File: src/rtl/mem_wb_stage.sv
// mem_wb_stage: MEM-to-WB boundary of the RV32I 5-stage pipeline.
// Drives the data-memory req/ack port for loads and stores. Holds stall_req
// while an access is outstanding. Extends load data and registers the
// write-back bundle into WB, with the same bubble/flush discipline as EX/MEM.
// Optional feature: define DMEM_TIMEOUT_EN to bound the ack wait to
// TIMEOUT_CYCLES cycles and report abandoned accesses on bus_err_WB.
module mem_wb_stage #(
  parameter int unsigned TIMEOUT_CYCLES = 255
) (
  input  logic        clk,
  input  logic        rst_n,
  input  logic [4:0]  reg_dest_MEM,
  input  logic [31:0] alu_result_MEM,
  input  logic [31:0] store_data_MEM,
  input  logic [2:0]  funct3_MEM,
  input  logic        mem_read_MEM,
  input  logic        mem_write_MEM,
  input  logic        reg_write_MEM,
  input  logic        bubbleW,
  input  logic        flushW,
  output logic        dmem_req,
  output logic        dmem_we,
  output logic [31:0] dmem_addr,
  output logic [3:0]  dmem_wstrb,
  output logic [31:0] dmem_wdata,
  input  logic        dmem_ack,
  input  logic [31:0] dmem_rdata,
  output logic        stall_req,
  output logic [4:0]  reg_dest_WB,
  output logic [31:0] wb_data_WB,
  output logic        reg_write_WB,
  output logic        misalign_WB,
  output logic        bus_err_WB
);

  typedef enum logic [1:0] {
    S_IDLE = 2'd0,
    S_WAIT = 2'd1,
    S_DONE = 2'd2
  } state_t;

  state_t      state;
  logic        is_mem;
  logic        width_bad;
  logic        align_bad;
  logic        bad;
  logic        access;
  logic        timeout;
  logic        completes;
  logic [1:0]  lane;
  logic [3:0]  strb;
  logic [7:0]  byte_v;
  logic [15:0] half_v;
  logic [31:0] load_data;
  logic [31:0] cap_data;
  logic [31:0] buf_data;

  assign is_mem = mem_read_MEM | mem_write_MEM;
  assign lane   = alu_result_MEM[1:0];

  // Classify the access: illegal width code or misaligned address.
  always_comb begin
    // NOTE: every always_comb output gets a default first so no path can infer a latch.
    width_bad = 1'b0;
    align_bad = 1'b0;
    case (funct3_MEM)
      3'b000:  ;
      3'b001:  align_bad = lane[0];
      3'b010:  align_bad = |lane;
      3'b100:  width_bad = mem_write_MEM;
      3'b101:  begin
        width_bad = mem_write_MEM;
        align_bad = lane[0];
      end
      default: width_bad = 1'b1;
    endcase
  end

  // Only memory instructions can be bad; ALU ops reuse funct3 freely.
  assign bad    = is_mem & (width_bad | align_bad);
  assign access = is_mem & ~bad;

`ifdef DMEM_TIMEOUT_EN
  logic [7:0] wait_cnt;
  logic       buf_err;
  logic       bus_err_q;

  assign timeout    = (state == S_WAIT) && (wait_cnt == 8'(TIMEOUT_CYCLES));
  assign bus_err_WB = bus_err_q;

  // Count stalled WAIT cycles; cleared on ack, timeout, or any other state.
  always_ff @(posedge clk or negedge rst_n) begin
    if (!rst_n) begin
      wait_cnt <= 8'd0;
    end else if (state == S_WAIT && !dmem_ack && !timeout) begin
      // NOTE: sequential state uses non-blocking assignment so every flop samples pre-edge values.
      wait_cnt <= wait_cnt + 8'd1;
    end else begin
      wait_cnt <= 8'd0;
    end
  end
`else
  logic [7:0] timeout_unused;

  assign timeout_unused = 8'(TIMEOUT_CYCLES);
  assign timeout        = 1'b0;
  assign bus_err_WB     = 1'b0;
`endif

  // Request is combinational in IDLE so a zero-wait memory completes in one cycle.
  always_comb begin
    dmem_req = 1'b0;
    case (state)
      S_IDLE:  dmem_req = access;
      S_WAIT:  dmem_req = ~timeout;
      default: dmem_req = 1'b0;
    endcase
    // Reset must drop the request immediately, even mid-WAIT.
    dmem_req = dmem_req & rst_n;
  end

  assign stall_req = dmem_req & ~dmem_ack;
  assign dmem_we   = dmem_req & mem_write_MEM;
  assign dmem_addr = {alu_result_MEM[31:2], 2'b00};
  assign completes = dmem_req & dmem_ack;

  // Store byte enables and lane-replicated write data.
  always_comb begin
    strb       = 4'b1111;
    dmem_wdata = store_data_MEM;
    case (funct3_MEM[1:0])
      2'b00: begin
        strb       = 4'b0001 << lane;
        dmem_wdata = {4{store_data_MEM[7:0]}};
      end
      2'b01: begin
        strb       = 4'b0011 << lane;
        dmem_wdata = {2{store_data_MEM[15:0]}};
      end
      default: ;
    endcase
    dmem_wstrb = mem_write_MEM ? strb : 4'b0000;
  end

  // Select the addressed byte/half of the read word and extend it.
  always_comb begin
    case (lane)
      2'd0:    byte_v = dmem_rdata[7:0];
      2'd1:    byte_v = dmem_rdata[15:8];
      2'd2:    byte_v = dmem_rdata[23:16];
      default: byte_v = dmem_rdata[31:24];
    endcase
    half_v = lane[1] ? dmem_rdata[31:16] : dmem_rdata[15:0];
    case (funct3_MEM)
      3'b000:  load_data = {{24{byte_v[7]}}, byte_v};
      3'b100:  load_data = {24'd0, byte_v};
      3'b001:  load_data = {{16{half_v[15]}}, half_v};
      3'b101:  load_data = {16'd0, half_v};
      default: load_data = dmem_rdata;
    endcase
  end

  // Data captured into WB on a normal edge; bad or abandoned loads carry 0.
  always_comb begin
    if (timeout || (mem_read_MEM && bad)) begin
      cap_data = 32'd0;
    end else if (mem_read_MEM) begin
      cap_data = load_data;
    end else begin
      cap_data = alu_result_MEM;
    end
  end

  // Access FSM; parks completed data in a buffer while WB is held by bubbleW.
  always_ff @(posedge clk or negedge rst_n) begin
    if (!rst_n) begin
      state    <= S_IDLE;
      // NOTE: the one-entry result buffer is reset so a stale word can never reach WB.
      buf_data <= 32'd0;
`ifdef DMEM_TIMEOUT_EN
      buf_err  <= 1'b0;
`endif
    end else begin
      case (state)
        S_IDLE: begin
          if (access && !dmem_ack) begin
            state <= S_WAIT;
          end else if (completes && bubbleW) begin
            buf_data <= load_data;
`ifdef DMEM_TIMEOUT_EN
            buf_err  <= 1'b0;
`endif
            state    <= S_DONE;
          end
        end
        S_WAIT: begin
          if (timeout) begin
            if (bubbleW) begin
              buf_data <= 32'd0;
`ifdef DMEM_TIMEOUT_EN
              buf_err  <= 1'b1;
`endif
              state    <= S_DONE;
            end else begin
              state <= S_IDLE;
            end
          end else if (dmem_ack) begin
            if (bubbleW) begin
              buf_data <= load_data;
`ifdef DMEM_TIMEOUT_EN
              buf_err  <= 1'b0;
`endif
              state    <= S_DONE;
            end else begin
              state <= S_IDLE;
            end
          end
        end
        S_DONE: begin
          if (!bubbleW) begin
            state <= S_IDLE;
          end
        end
        default: state <= S_IDLE;
      endcase
    end
  end

  // WB pipeline register: hold, flush, stall bubble, buffered result, or capture.
  always_ff @(posedge clk or negedge rst_n) begin
    if (!rst_n) begin
      reg_dest_WB  <= 5'd0;
      wb_data_WB   <= 32'd0;
      reg_write_WB <= 1'b0;
      misalign_WB  <= 1'b0;
`ifdef DMEM_TIMEOUT_EN
      bus_err_q    <= 1'b0;
`endif
    end else if (bubbleW) begin
      reg_dest_WB  <= reg_dest_WB;
    end else if (flushW || stall_req) begin
      reg_dest_WB  <= 5'd0;
      wb_data_WB   <= 32'd0;
      reg_write_WB <= 1'b0;
      misalign_WB  <= 1'b0;
`ifdef DMEM_TIMEOUT_EN
      bus_err_q    <= 1'b0;
`endif
    end else if (state == S_DONE) begin
      reg_dest_WB  <= reg_dest_MEM;
      wb_data_WB   <= buf_data;
      misalign_WB  <= 1'b0;
`ifdef DMEM_TIMEOUT_EN
      reg_write_WB <= reg_write_MEM & ~buf_err;
      bus_err_q    <= buf_err;
`else
      reg_write_WB <= reg_write_MEM;
`endif
    end else begin
      reg_dest_WB  <= reg_dest_MEM;
      wb_data_WB   <= cap_data;
      reg_write_WB <= reg_write_MEM & ~bad & ~timeout;
      misalign_WB  <= bad;
`ifdef DMEM_TIMEOUT_EN
      bus_err_q    <= timeout;
`endif
    end
  end

endmodule

File: config.mk
export PLATFORM = sky130hd
export DESIGN_NAME = mem_wb_stage
export DESIGN_NICKNAME = d
export VERILOG_FILES = /design/src/rtl/mem_wb_stage.sv
export SDC_FILE = /design/constraint.sdc
export NUM_CORES = 1
export LEC_CHECK = 0
export BUFFER_PORTS_ARGS = -buffer_cell sky130_fd_sc_hd__clkbuf_2
export CAP_MARGIN = 20
export CORE_MARGIN = 3
export CORE_UTILIZATION = 50
export CTS_CLUSTER_DIAMETER = 100
export DETAILED_ROUTE_END_ITERATION = 16
export PLACE_DENSITY = 0.86
export SLEW_MARGIN = 20
export SYNTH_ARGS = -nofsm -noshare
export SYNTH_HDL_FRONTEND = slang
export SYNTH_SLANG_ARGS = --single-unit
File: constraint.sdc
create_clock -name clk -period 5.3 [get_ports clk]
set_clock_uncertainty 0.2 [all_clocks]
set_input_delay 0.795 -clock clk [delete_from_list [all_inputs] [get_ports clk]]
set_output_delay 0.795 -clock clk [all_outputs]
set_load 0.02 [all_outputs]
== Yosys cells after proc, flatten, opt, wreduce, memory -nomap -nowiden ==
Index checks and enable logic that the tools add are counted.

* Flip-flop bits (word level): 73
* Input bits: 112
* Output and inout port bits: 111
* Logic and storage cells: 79

* Reduce and logical (&&, ||, !) cells: 16
* Shifts and indexed selects: 2
* Equal/unequal tests: 15
* Bitwise gates (word level): 11
* Mux-type cells: 29

{| class="wikitable"
|+ Operator list
! cell !! number
|-
| 32-bit two-way mux || 8
|-
| 32-bit case mux with 2 select lines || 2
|-
| 32-bit case mux with 4 select lines || 1
|-
| 8-bit case mux with 3 select lines || 1
|-
| 16-bit two-way mux || 1
|-
| 2-bit two-way mux || 5
|-
| 2-bit != test (second input constant) || 5
|-
| 4-bit case mux with 2 select lines || 1
|-
| 1-bit bitwise AND || 7
|-
| 2-bit by 1-bit equality test with 1-bit output (second input constant) || 3
|-
| 3-bit equality test (second input constant) || 2
|-
| 2-bit logical NOT || 3
|-
| 1-bit case mux with 2 select lines || 3
|-
| 2-bit case mux with 3 select lines || 1
|-
| 2-bit OR reduction || 3
|-
| 5-bit two-way mux || 1
|-
| 5-bit AND reduction || 1
|-
| 2-bit equality test (second input constant) || 2
|-
| 1-bit two-way mux || 4
|-
| 4-bit two-way mux || 1
|-
| 1-bit by 2-bit left shift with 4-bit output (first input constant) || 1
|-
| 2-bit by 2-bit left shift with 4-bit output (first input constant) || 1
|-
| 3-bit by 1-bit equality test with 1-bit output (second input constant) || 1
|-
| 3-bit by 2-bit equality test with 1-bit output (second input constant) || 1
|-
| other kinds (10) || 14
|}

== Depth between registers and ports, before layout ==
Gate-level depths: netlist of run 1.

* Word-level depth: 14
* Depth in mapped cells: 8
* Gate-level depth less buffers: 5

== Worst setup path after synthesis of run 1 ==
OpenSTA, ideal clock, no wires.

* Path type: input-to-output
* From: input funct3_MEM[0]
* To: output dmem_we
* Setup slack: 1727 ps
* Arrival time: 2578 ps
* Cell stages on the path: 6
* Cells stage by stage: buf_2 -> or4_4 -> nor2_1 -> nor3_1 -> nor3b_1 -> and2_1

* Word-level cells in the longest chain between the ends: 10
* Elaborated cells on any way between the ends: 17

{| class="wikitable"
|+ Ends and longest elaborated chain
! what !! line !! source
|-
| from (decl) || 15 || <nowiki>input logic [2:0] funct3_MEM,</nowiki>
|-
| 3-bit by 1-bit equality test with 1-bit output, or another cell as far along || 66 || <nowiki>case (funct3_MEM)</nowiki>
|-
| 3-bit OR reduction (no line) / 2-bit OR reduction (equally long branches) || -- ||
|-
| 1-bit case mux with 2 select lines || 66 ||
|-
| 1-bit bitwise OR * || 80 || <nowiki>assign bad = is_mem & (width_bad | align_bad);</nowiki>
|-
| 1-bit bitwise AND * || 80 ||
|-
| 1-bit inverter * || 81 || <nowiki>assign access = is_mem & ~bad;</nowiki>
|-
| 1-bit bitwise AND * || 81 ||
|-
| 1-bit case mux with 2 select lines * || 113 || <nowiki>case (state)</nowiki>
|-
| 1-bit bitwise AND * || 119 || <nowiki>dmem_req = dmem_req & rst_n;</nowiki>
|-
| named net dmem_req || 21 || <nowiki>output logic dmem_req,</nowiki>
|-
| 1-bit bitwise AND * || 123 || <nowiki>assign dmem_we = dmem_req & mem_write_MEM;</nowiki>
|-
| to (decl) || 22 || <nowiki>output logic dmem_we,</nowiki>
|}

Mark *: on every way through the listed nets, which the timed path passes. The rest lies on a longest branch.

== Worst setup path in the final report of run 1 ==
* From: input funct3_MEM[0]
* To: output dmem_we

* Word-level cells in the longest chain between the ends: 10
* Elaborated cells on any way between the ends: 17

{| class="wikitable"
|+ Ends and longest elaborated chain
! what !! line
|-
| 3-bit by 1-bit equality test with 1-bit output, or another cell as far along || 66
|-
| 3-bit OR reduction (no line) / 2-bit OR reduction (equally long branches) || --
|-
| 1-bit case mux with 2 select lines || 66
|-
| 1-bit bitwise OR * || 80
|-
| 1-bit bitwise AND * || 80
|-
| 1-bit inverter * || 81
|-
| 1-bit bitwise AND * || 81
|-
| 1-bit case mux with 2 select lines * || 113
|-
| 1-bit bitwise AND * || 119
|-
| 1-bit bitwise AND * || 123
|}

Mark *: on every way between the ends. The rest lies on a longest branch, timed or not.

==> impl_metrics.env, run 1 <==
export IMPL_final_setup_tns_ns=0
export IMPL_overall_power_mw=1.849
export IMPL_arrival_ns=2.71
export IMPL_initialDrtViolationCount=263
export IMPL_min_period_ns=3.706
export IMPL_clk_path_buf_depth=2
export IMPL_finalSetupViolations=0
export IMPL_postCtsResizedCells=0
export IMPL_result_of_the_run="complete, no violations"
export IMPL_reg2reg_depth=5
export IMPL_drt_total_wl_um=15250
export IMPL_vdd_ir_drop_max_uv=183.0
export IMPL_yosys_most_used_dff="dfrtp_1"
export IMPL_detail_route_wl_per_cell_um=18.99
export IMPL_final_period_utilization=0.6993
export IMPL_detailroute_via_count=4710
export IMPL_use_met3=0.04532
export IMPL_synth_warnings=0
export IMPL_grt_first_pass_wirelength_um=24010
export IMPL_grt_remaining_overflow=0
export IMPL_critPathRequiredTime_ns=4.30
export IMPL_grt_use_met1=0.3182
export IMPL_cts_root_buf="clkbuf_8"
export IMPL_number_of_buffers_added_for_setup_after_cts=0
export IMPL_timing_critical_path_fanout_max=36
export IMPL_busiest_layer="met2"
export IMPL_clk_insertion_delay_late_ns=0.35
export IMPL_clock_tree_from_tritoncts="done"
export IMPL_port_buffers=219
export IMPL_worst_slew_pin_transition_ns=0.9978
export IMPL_power_leakage_nw=3.052
export IMPL_cts_sink_count=73
export IMPL_grtUsageTotal=0.2680
export IMPL_core_area_mm2=0.009415
export IMPL_fp_dieW_um=105.3
export IMPL_layout_cells_most_common_list="clkbuf_2 (218), dfrtp_1 (73), nand2_1 (40)"
export IMPL_starting_density_of_the_core=0.5240
export IMPL_rr_endpoint="wb_data_WB[21]"
export IMPL_grt_pass1_vias=4687
export IMPL_finalNetCount=781
export IMPL_global_route_usage_met2=0.4731
export IMPL_max_slew_margin=0.3348
export IMPL_synth_avg_cell_area_um2=9.598
export IMPL_final_hold_viol_count=0
export IMPL_final_core_util=0.6393
export IMPL_synth_seq_cells=73
export IMPL_viasPerCell=5.866
export IMPL_cts_hold_buffers_added=0
export IMPL_synth_async_reset_ratio=1.000
export IMPL_dp_hpwl_um=11480
export IMPL_crit_type="in -> out"
export IMPL_final_antenna_net_count=0
export IMPL_core_rowCount=35
export IMPL_synth_edff_count=0
export IMPL_floorplan_io_pins=223
export IMPL_worstSetupStartpoint="funct3_MEM[0]"
export IMPL_power_density_normalized_to_cell_area_mw_per_mm2=307.2
export IMPL_die_h_um=105.3
export IMPL_place_congestion=0.9325
export IMPL_drtPass1Iterations=5
export IMPL_syn_instance_count=514
export IMPL_rsz0062_at_grt="false"
export IMPL_area_growth_syn_to_layout_pct=22.01
export IMPL_layout_commonest_cell="clkbuf_2"
export IMPL_netlist_cell_type_count=51
export IMPL_cts_made_buffers=9
export IMPL_cp_start_kind="input port"
export IMPL_cts_htree_levels=3
export IMPL_holdCritPathClass="reg -> reg"
export IMPL_clk_pin_slew_ns=0.08
export IMPL_endpoint_kind="output port"
export IMPL_fill_cells=760
export IMPL_drive_gt1_frac=0.4243
export IMPL_ff_latch_area_mm2=0.001827
export IMPL_reg2reg_slack_ns=2.89
export IMPL_clock_fmax_mhz=269.8
export IMPL_worst_reg2reg_startpoint="state[1]"
export IMPL_slew_viol_final=0
export IMPL_cap_viol_max_count=0
export IMPL_pin_count_of_the_biggest_net_entering_global_routing=74
export IMPL_drcViolationCount=0
export IMPL_n_antenna_cell=0
export IMPL_floorplan_die_area_mm2=0.01109
export IMPL_antenna_found_initial=0
export IMPL_yosysSeqAreaShare=0.3703
export IMPL_crit_path_end="dmem_we"
export IMPL_multi_input_area_mm2=0.002621
export IMPL_hold_path_startpoint="buf_data[7]"
export IMPL_syn_area_mm2=0.004933
logic make-up after synthesis:
group / share of synthesized area
simple gates: 0.1377
buf+inv: 0.1027
other cells: 0.0007601
flops: 0.3703
compound gates: 0.2250
mux: 0.1636
layer usage:
| metal | vias up | wire length, µm |
|---|---|---|
| met4 | 0 | 476 |
| met1 | 2269 | 5945 |
| li1 | 2163 | - |
| met2 | 245 | 7753 |
| met3 | 33 | 1077 |
| met5 | - | 0 |
cells in the mapped netlist, types with 2 or more instances:
master / n / share of area
o21ai_0: 39 / 0.040
nand2b_1: 20 / 0.025
a2bb2oi_1: 7 / 0.012
nor2_1: 28 / 0.021
nand3b_1: 8 / 0.012
mux2_2: 25 / 0.057
o21a_1: 4 / 0.0061
o22ai_1: 8 / 0.010
nor2b_1: 3 / 0.0038
mux2i_1: 39 / 0.079
a32o_1: 17 / 0.034
o21ai_1: 10 / 0.010
buf_6: 2 / 0.0046
mux2_4: 9 / 0.027
buf_4: 43 / 0.065
dfrtp_1: 73 / 0.37
a21o_1: 2 / 0.0030
nor2_4: 2 / 0.0046
or3_1: 2 / 0.0025
clkbuf_1: 21 / 0.016
a21oi_1: 11 / 0.011
a22o_1: 21 / 0.037
nand2_1: 40 / 0.030
buf_2: 12 / 0.012
buf_1: 5 / 0.0038
and3_1: 7 / 0.0089
nor3b_1: 2 / 0.0030
nand3_1: 7 / 0.0071
nor3_1: 2 / 0.0020
and2_1: 2 / 0.0025
a22oi_1: 16 / 0.024
a211oi_1: 8 / 0.012
worst min-delay path by stage:
stage	cells after the start	end
after floorplan	2	buf_data[0]
after global placement	2	buf_data[1]
after detailed placement	2	buf_data[7]
after CTS	2	buf_data[7]
after global routing	1	wb_data_WB[5]
final	2	buf_data[7]
power breakdown:
part	total (mW)	switching, mW	internal [mW]
sequential	0.756	0.0725	0.684
combinational	0.560	0.313	0.247
clock	0.533	0.220	0.313
total	1.85	0.606	1.24
area by class of cell:
cell class	instances	share of cell area
tap	129	0.02681
multi-input combinational	359	0.4355
clock buffer	9	0.02058
sequential	73	0.3035
inverter	1	0.0006236
clock inverter	7	0.01975
timing repair buffer	225	0.1933
critical path, stage by stage:
cell	delay [ns]
clkbuf_2	0.43
or4_4	0.69
nor2_1	0.14
nor3_1	0.09
nor3b_1	0.24
and2_1	0.16
clkbuf_2	0.16
sequential cells by signal, indices dropped and copies added (netlist names):
name,count
reg_write_WB,1
misalign_WB,1
state,2
buf_data,32
reg_dest_WB,5
wb_data_WB,32
through the flow:
stage,setup slack [ns],area (µm²),hold slack (ns),cells
6_report,1.594,6020,0.2864,803
5_1_grt,1.450,6020,0.3014,803
4_1_cts,1.612,5986,0.2885,802
3_5_place_dp,1.612,5743,0.2698,786
3_3_place_gp,1.678,5743,0.2635,786
2_1_floorplan,1.727,4941,0.2497,516
Note: power is estimated with default switching activity, not from simulation.
==> run 2: changes to the inputs <==
--- a/config.mk
+++ b/config.mk
@@ -5,13 +5,14 @@
 export SDC_FILE = /design/constraint.sdc
 export NUM_CORES = 1
 export LEC_CHECK = 0
+export ABC_AREA = 1
 export BUFFER_PORTS_ARGS = -buffer_cell sky130_fd_sc_hd__clkbuf_2
 export CAP_MARGIN = 20
 export CORE_MARGIN = 3
-export CORE_UTILIZATION = 50
+export CORE_UTILIZATION = 45
 export CTS_CLUSTER_DIAMETER = 100
 export DETAILED_ROUTE_END_ITERATION = 16
-export PLACE_DENSITY = 0.86
+export PLACE_DENSITY = 0.8
 export SLEW_MARGIN = 20
 export SYNTH_ARGS = -nofsm -noshare
 export SYNTH_HDL_FRONTEND = slang
==> constraint.sdc (replaced) <==
create_clock -name clk -period 3.1 [get_ports clk]
set_clock_uncertainty 0.2 [all_clocks]
set_input_delay 0.465 -clock clk [delete_from_list [all_inputs] [get_ports clk]]
set_output_delay 0.465 -clock clk [all_outputs]
set_load 0.02 [all_outputs]
==> impl_metrics.env, run 2 <==
export IMPL_clock_tree_from_tritoncts="done"
export IMPL_reg_top3="buf_data x32, wb_data_WB x32, reg_dest_WB x5"
export IMPL_cp_start_kind="input port"
export IMPL_synth_area_leader_cell="nand2_1"
export IMPL_finalSetupViolations=0
export IMPL_rsz0062_at_grt="false"
export IMPL_antenna_found_initial=0
export IMPL_cts_sink_count=73
export IMPL_floorplan_io_pins=223
export IMPL_critPathRequiredTime_ns=2.43
export IMPL_cts_htree_levels=3
export IMPL_clk_insertion_delay_late_ns=0.34
export IMPL_slew_viol_final=0
export IMPL_instances_no_fill=1207
export IMPL_synth_seq_cells=73
export IMPL_synth_warnings=0
export IMPL_finalNetCount=1171
export IMPL_endpoint_kind="output port"
export IMPL_cts_hold_buffers_added=0
export IMPL_grtUsageTotal=0.2451
export IMPL_core_rowCount=39
export IMPL_timing_critical_path_fanout_max=17
export IMPL_detailroute_via_count=6038
export IMPL_initialDrtViolationCount=392
export IMPL_grt_first_pass_wirelength_um=26490
export IMPL_floorplan_die_area_mm2=0.01358
export IMPL_final_hold_viol_count=0
export IMPL_max_slew_margin=0.3719
export IMPL_syn_area_mm2=0.005499
export IMPL_post_synth_top_count_cell="nand2_1"
export IMPL_netlist_cell_type_count=28
export IMPL_synth_area_top_cells="nand2_1 (33%), dfrtp_1 (33%), buf_4 (6.0%)"
export IMPL_fp_dieW_um=116.5
export IMPL_yosys_area_top_type_share=0.3338
export IMPL_final_antenna_net_count=0
export IMPL_syn_instance_count=899
export IMPL_drtPass1Iterations=5
export IMPL_core_area_mm2=0.01166
export IMPL_crit_type="in -> out"
export IMPL_final_setup_tns_ns=0
export IMPL_critPathTopFamily="buffers and inverters"
export IMPL_die_h_um=116.5
export IMPL_layout_cells_most_common_list="nand2_1 (489), clkbuf_2 (218), nor2_1 (74)"
export IMPL_yosysSeqAreaShare=0.3322
export IMPL_holdCritPathClass="in -> reg"
export IMPL_fill_cells=1134
export IMPL_crit_path_top_delay_cell="inv_1"
export IMPL_drcViolationCount=0
export IMPL_min_period_ns=2.556
export IMPL_clk_path_buf_depth=2
export IMPL_drive_gt1_frac=0.2613
export IMPL_port_buffers=219
export IMPL_synth_async_reset_ratio=1.000
export IMPL_cts_root_buf="clkbuf_16"
export IMPL_worst_slew_pin_transition_ns=0.9422
export IMPL_yosys_most_used_dff="dfrtp_1"
export IMPL_synth_avg_cell_area_um2=6.117
export IMPL_critPathBufInv=4
export IMPL_result_of_the_run="complete, no violations"
export IMPL_postCtsResizedCells=0
export IMPL_place_congestion=0.8951
export IMPL_detail_route_wl_per_cell_um=13.79
export IMPL_area_growth_syn_to_layout_pct=21.39
export IMPL_placed_cells_incl_taps=1191
export IMPL_overall_power_mw=4.342
export IMPL_finalHoldWorstSlack_ns=0.1197
export IMPL_grt_pass1_vias=5513
export IMPL_pin_count_of_the_biggest_net_entering_global_routing=74
export IMPL_number_of_buffers_added_for_setup_after_cts=0
export IMPL_synth_commonest_cells="nand2_1 (489), nor2_1 (74), dfrtp_1 (73), inv_1 (48), buf_4 (44)"
export IMPL_path_common_cell="clkbuf_2"
export IMPL_dp_hpwl_um=12820
export IMPL_grt_remaining_overflow=0
export IMPL_drt_total_wl_um=16650
export IMPL_delay_contributed_by_the_slowest_stage_of_the_critical_path_ns=0.39
export IMPL_cts_made_buffers=9
export IMPL_power_density_normalized_to_cell_area_mw_per_mm2=650.5
export IMPL_cap_viol_max_count=0
export IMPL_final_period_utilization=0.8244
export IMPL_power_leakage_nw=4.179
export IMPL_arrival_ns=1.89
export IMPL_crit_path_cell_trace="clkbuf_2 > inv_2 > nand2_2 > inv_1 > nand2_1 > o21ai_0 > clkbuf_2"
export IMPL_n_antenna_cell=0
export IMPL_layout_commonest_cell="nand2_1"
export IMPL_starting_density_of_the_core=0.4715
export IMPL_clock_fmax_mhz=391.3
export IMPL_clk_pin_slew_ns=0.06
export IMPL_vdd_ir_drop_max_uv=284.0
export IMPL_viasPerCell=5.002
export IMPL_synth_edff_count=0
==> run 2: cells by family after synthesis <==
kind of cell / after synthesis / share of synthesized area
AOI/OAI and AO/OA: 51 / 0.05438
other: 1 / 0.0006819
and+or+nand+nor: 632 / 0.4719
DFF: 73 / 0.3322
buffers and inverters: 142 / 0.1408
==> run 2: tightest hold or removal path, cell delays in order <==
cell,delay [ns]
clkbuf_2,0.07
nand2_1,0.04
nand2_1,0.04
==> run 2: path summary, 6_finish.rpt <==
| path | start | to | slack (ns) | depth (start not counted) |
|---|---|---|---|---|
| worst min-delay path | reg_dest_MEM[0] | reg_dest_WB[0] | 0.12 | 3 |
| max in group asynchronous | rst_n | buf_data[2] | 1.90 | 2 |
| worst max-delay path | funct3_MEM[0] | dmem_wdata[11] | 0.54 | 7 |
| worst min register to register | buf_data[12] | buf_data[12] | 0.27 | 2 |
| min in group asynchronous | rst_n | wb_data_WB[12] | 0.17 | 2 |
| worst max register to register | state[1] | buf_data[21] | 0.98 | 4 |
==> run 2: report_power, final <==
part	internal (mW)	total [mW]	switching, mW
sequential	1.26	1.42	0.166
combinational	0.585	1.76	1.18
clock	0.749	1.16	0.409
==> run 2: routing by layer <==
layer	track usage	vias up	routed length, µm
met5	0	-	0
met4	0.08792	0	469
met3	0.04922	30	1294
met2	0.4066	277	7797
met1	0.3182	2705	7084
li1	-	3026	-
==> run 2: per-stage QoR <==
| step | utilization | setup WS, ns | cell area [µm²] |
|---|---|---|---|
| finish | 0.5724 | 0.5444 | 6675 |
| detailed placement | 0.5439 | 0.5388 | 6344 |
| global route | 0.5724 | 0.3860 | 6675 |
| CTS | 0.5724 | 0.5621 | 6675 |
| global placement | 0.5439 | 0.5936 | 6344 |
| floorplan | - | 0.8393 | 5507 |
==> run 2: area by class of cell <==
class	count	area (µm²)	share of cell area
Clock inverter	4	75.07	0.01125
Clock buffer	12	256.5	0.03843
Timing Repair Buffer	235	1219	0.1826
Multi-Input combinational cell	686	2914	0.4366
Tap cell	143	178.9	0.02680
Inverter	54	205.2	0.03074
Sequential cell	73	1827	0.2737
==> run 3: changes to the inputs <==
--- a/config.mk
+++ b/config.mk
@@ -5,14 +5,14 @@
 export SDC_FILE = /design/constraint.sdc
 export NUM_CORES = 1
 export LEC_CHECK = 0
-export ABC_AREA = 1
+export ABC_AREA = 0
 export BUFFER_PORTS_ARGS = -buffer_cell sky130_fd_sc_hd__clkbuf_2
 export CAP_MARGIN = 20
 export CORE_MARGIN = 3
-export CORE_UTILIZATION = 45
+export CORE_UTILIZATION = 48
 export CTS_CLUSTER_DIAMETER = 100
 export DETAILED_ROUTE_END_ITERATION = 16
-export PLACE_DENSITY = 0.8
+export PLACE_DENSITY = 0.83
 export SLEW_MARGIN = 20
 export SYNTH_ARGS = -nofsm -noshare
 export SYNTH_HDL_FRONTEND = slang
==> constraint.sdc (replaced) <==
create_clock -name clk -period 2.7 [get_ports clk]
set_clock_uncertainty 0.2 [all_clocks]
set_input_delay 0.405 -clock clk [delete_from_list [all_inputs] [get_ports clk]]
set_output_delay 0.405 -clock clk [all_outputs]
set_load 0.02 [all_outputs]
==> impl_metrics.env, run 3 (synthesis gave the netlist of run 1 again) <==
export IMPL_result_of_the_run="complete, no violations"
export IMPL_core_area_mm2=0.009864
export IMPL_dp_hpwl_um=12040
export IMPL_core_rowCount=36
export IMPL_final_antenna_net_count=0
export IMPL_crit_type="in -> out"
export IMPL_worst_slew_pin_transition_ns=0.9219
export IMPL_cts_htree_levels=3
export IMPL_grt_remaining_overflow=0
export IMPL_reg_top3="buf_data x32, wb_data_WB x32, reg_dest_WB x5"
export IMPL_cp_start_kind="input port"
export IMPL_drcViolationCount=0
export IMPL_die_h_um=107.4
export IMPL_placed_cell_area_mm2=0.005858
export IMPL_hold_path_startpoint="dmem_ack"
export IMPL_finalNetCount=795
export IMPL_clk_insertion_delay_late_ns=0.36
export IMPL_layout_cells_most_common_list="clkbuf_2 (218), dfrtp_1 (73), nand2_1 (40)"
export IMPL_port_buffers=219
export IMPL_endpoint_kind="output port"
export IMPL_starting_density_of_the_core=0.5001
export IMPL_placed_cells_incl_taps=804
export IMPL_pin_count_of_the_biggest_net_entering_global_routing=73
export IMPL_floorplan_die_area_mm2=0.01153
export IMPL_clock_fmax_mhz=403.4
export IMPL_final_cell_area_mm2=0.006023
export IMPL_detail_route_wl_per_cell_um=19.00
export IMPL_max_slew_margin=0.3854
export IMPL_reg2reg_depth=4
export IMPL_clk_path_buf_depth=2
export IMPL_worst_hold_path_num_cells=2
export IMPL_arrival_ns=1.87
export IMPL_drtPass1Iterations=4
export IMPL_power_density_normalized_to_cell_area_mw_per_mm2=554.6
export IMPL_critPathRequiredTime_ns=2.10
export IMPL_grtUsageTotal=0.2648
export IMPL_final_period_utilization=0.9182
export IMPL_slew_viol_final=0
export IMPL_vdd_ir_drop_max_uv=256.5
export IMPL_final_setup_tns_ns=0
export IMPL_cts_made_buffers=9
export IMPL_overall_power_mw=3.340
export IMPL_grt_first_pass_wirelength_um=23810
export IMPL_power_leakage_nw=3.075
export IMPL_detailroute_via_count=4773
export IMPL_holdCritPathClass="in -> reg"
export IMPL_clk_pin_slew_ns=0.08
export IMPL_layout_commonest_cell="clkbuf_2"
export IMPL_drive_gt1_frac=0.4317
export IMPL_viasPerCell=5.814
export IMPL_antenna_found_initial=0
export IMPL_fp_dieW_um=107.4
export IMPL_grt_pass1_vias=4649
export IMPL_worst_reg2reg_startpoint="state[0]"
export IMPL_drt_total_wl_um=15600
export IMPL_initialDrtViolationCount=372
export IMPL_worstSetupStartpoint="funct3_MEM[0]"
export IMPL_finalSetupViolations=0
export IMPL_finalHoldWorstSlack_ns=0.06805
export IMPL_area_growth_syn_to_layout_pct=22.09
export IMPL_final_hold_viol_count=0
export IMPL_min_period_ns=2.479
export IMPL_place_congestion=0.8842
export IMPL_reg2reg_slack_ns=0.43
export IMPL_cts_root_buf="clkbuf_8"
export IMPL_floorplan_io_pins=223
export IMPL_rsz0062_at_grt="false"
export IMPL_n_antenna_cell=0
export IMPL_clock_tree_from_tritoncts="done"
export IMPL_instances_no_fill=821
export IMPL_cts_sink_count=73
export IMPL_cap_viol_max_count=0
export IMPL_timing_critical_path_fanout_max=8
## run 3: cell types whose count changed in the layout (fill, tap and decap cells not counted), moves of 17 or more
cell      before  now
nand2b_1       0   20
inv_1         48    1
nand2_1      489   40
nor2_1        74   28
a32o_1         0   17
mux2_2         0   25
mux2i_1        0   39
a22o_1         0   21
o21ai_0       20   39
nand3b_1      32    8
## run 3: worst max-delay path, stage by stage
cell	delay, ns
clkbuf_2	0.14
or4_4	0.56
nor2_1	0.14
nor3_1	0.11
nor3b_2	0.21
and2_1	0.15
clkbuf_2	0.16
## run 3: timing repair
item / in CTS / in global routing
gates resized for setup: 0 / 0
endpoints found under the setup margin: 0 / 0
hold endpoints to repair: 1 / 0
hold buffers: 1 / 0
setup buffers: 0 / 0
## run 3: metrics by stage
step / setup slack (ns) / util
global placement: 0.2130 / 0.5939
finish: 0.2208 / 0.6106
detailed placement: 0.1403 / 0.5939
global route: 0.1552 / 0.6106
floorplan: 0.1177 / -
CTS: 0.2298 / 0.6106
## run 3: path summary, 6_finish.rpt
path	endpoint
setup / recovery	dmem_we
hold / removal	state[0]
setup reg to reg	wb_data_WB[21]
hold reg to reg	buf_data[1]
max in group asynchronous	wb_data_WB[14]
min in group asynchronous	state[0]
## run 3: final cells by class
type	count	area, µm²
inverters	1	3.754
clock inverters	4	20.02
flip-flops and latches	73	1827
repair buffers	239	1251
fillers	859	3841
multi-input cells	359	2620
well taps	133	166.4
clock buffers	12	135.1
## run 3: where the power goes
part	total, mW	switching, mW	internal (mW)	leakage, nW
Sequential	1.49	0.143	1.34	0.941
Combinational	1.11	0.620	0.494	2.05
Clock	0.741	0.413	0.329	0.0839
## run 3: metal layers
metal | part of all wire | GRT usage
met2 | 0.48 | 0.4374
met4 | 0.042 | 0.1389
met5 | 0 | 0
met1 | 0.39 | 0.3359
met3 | 0.084 | 0.03899
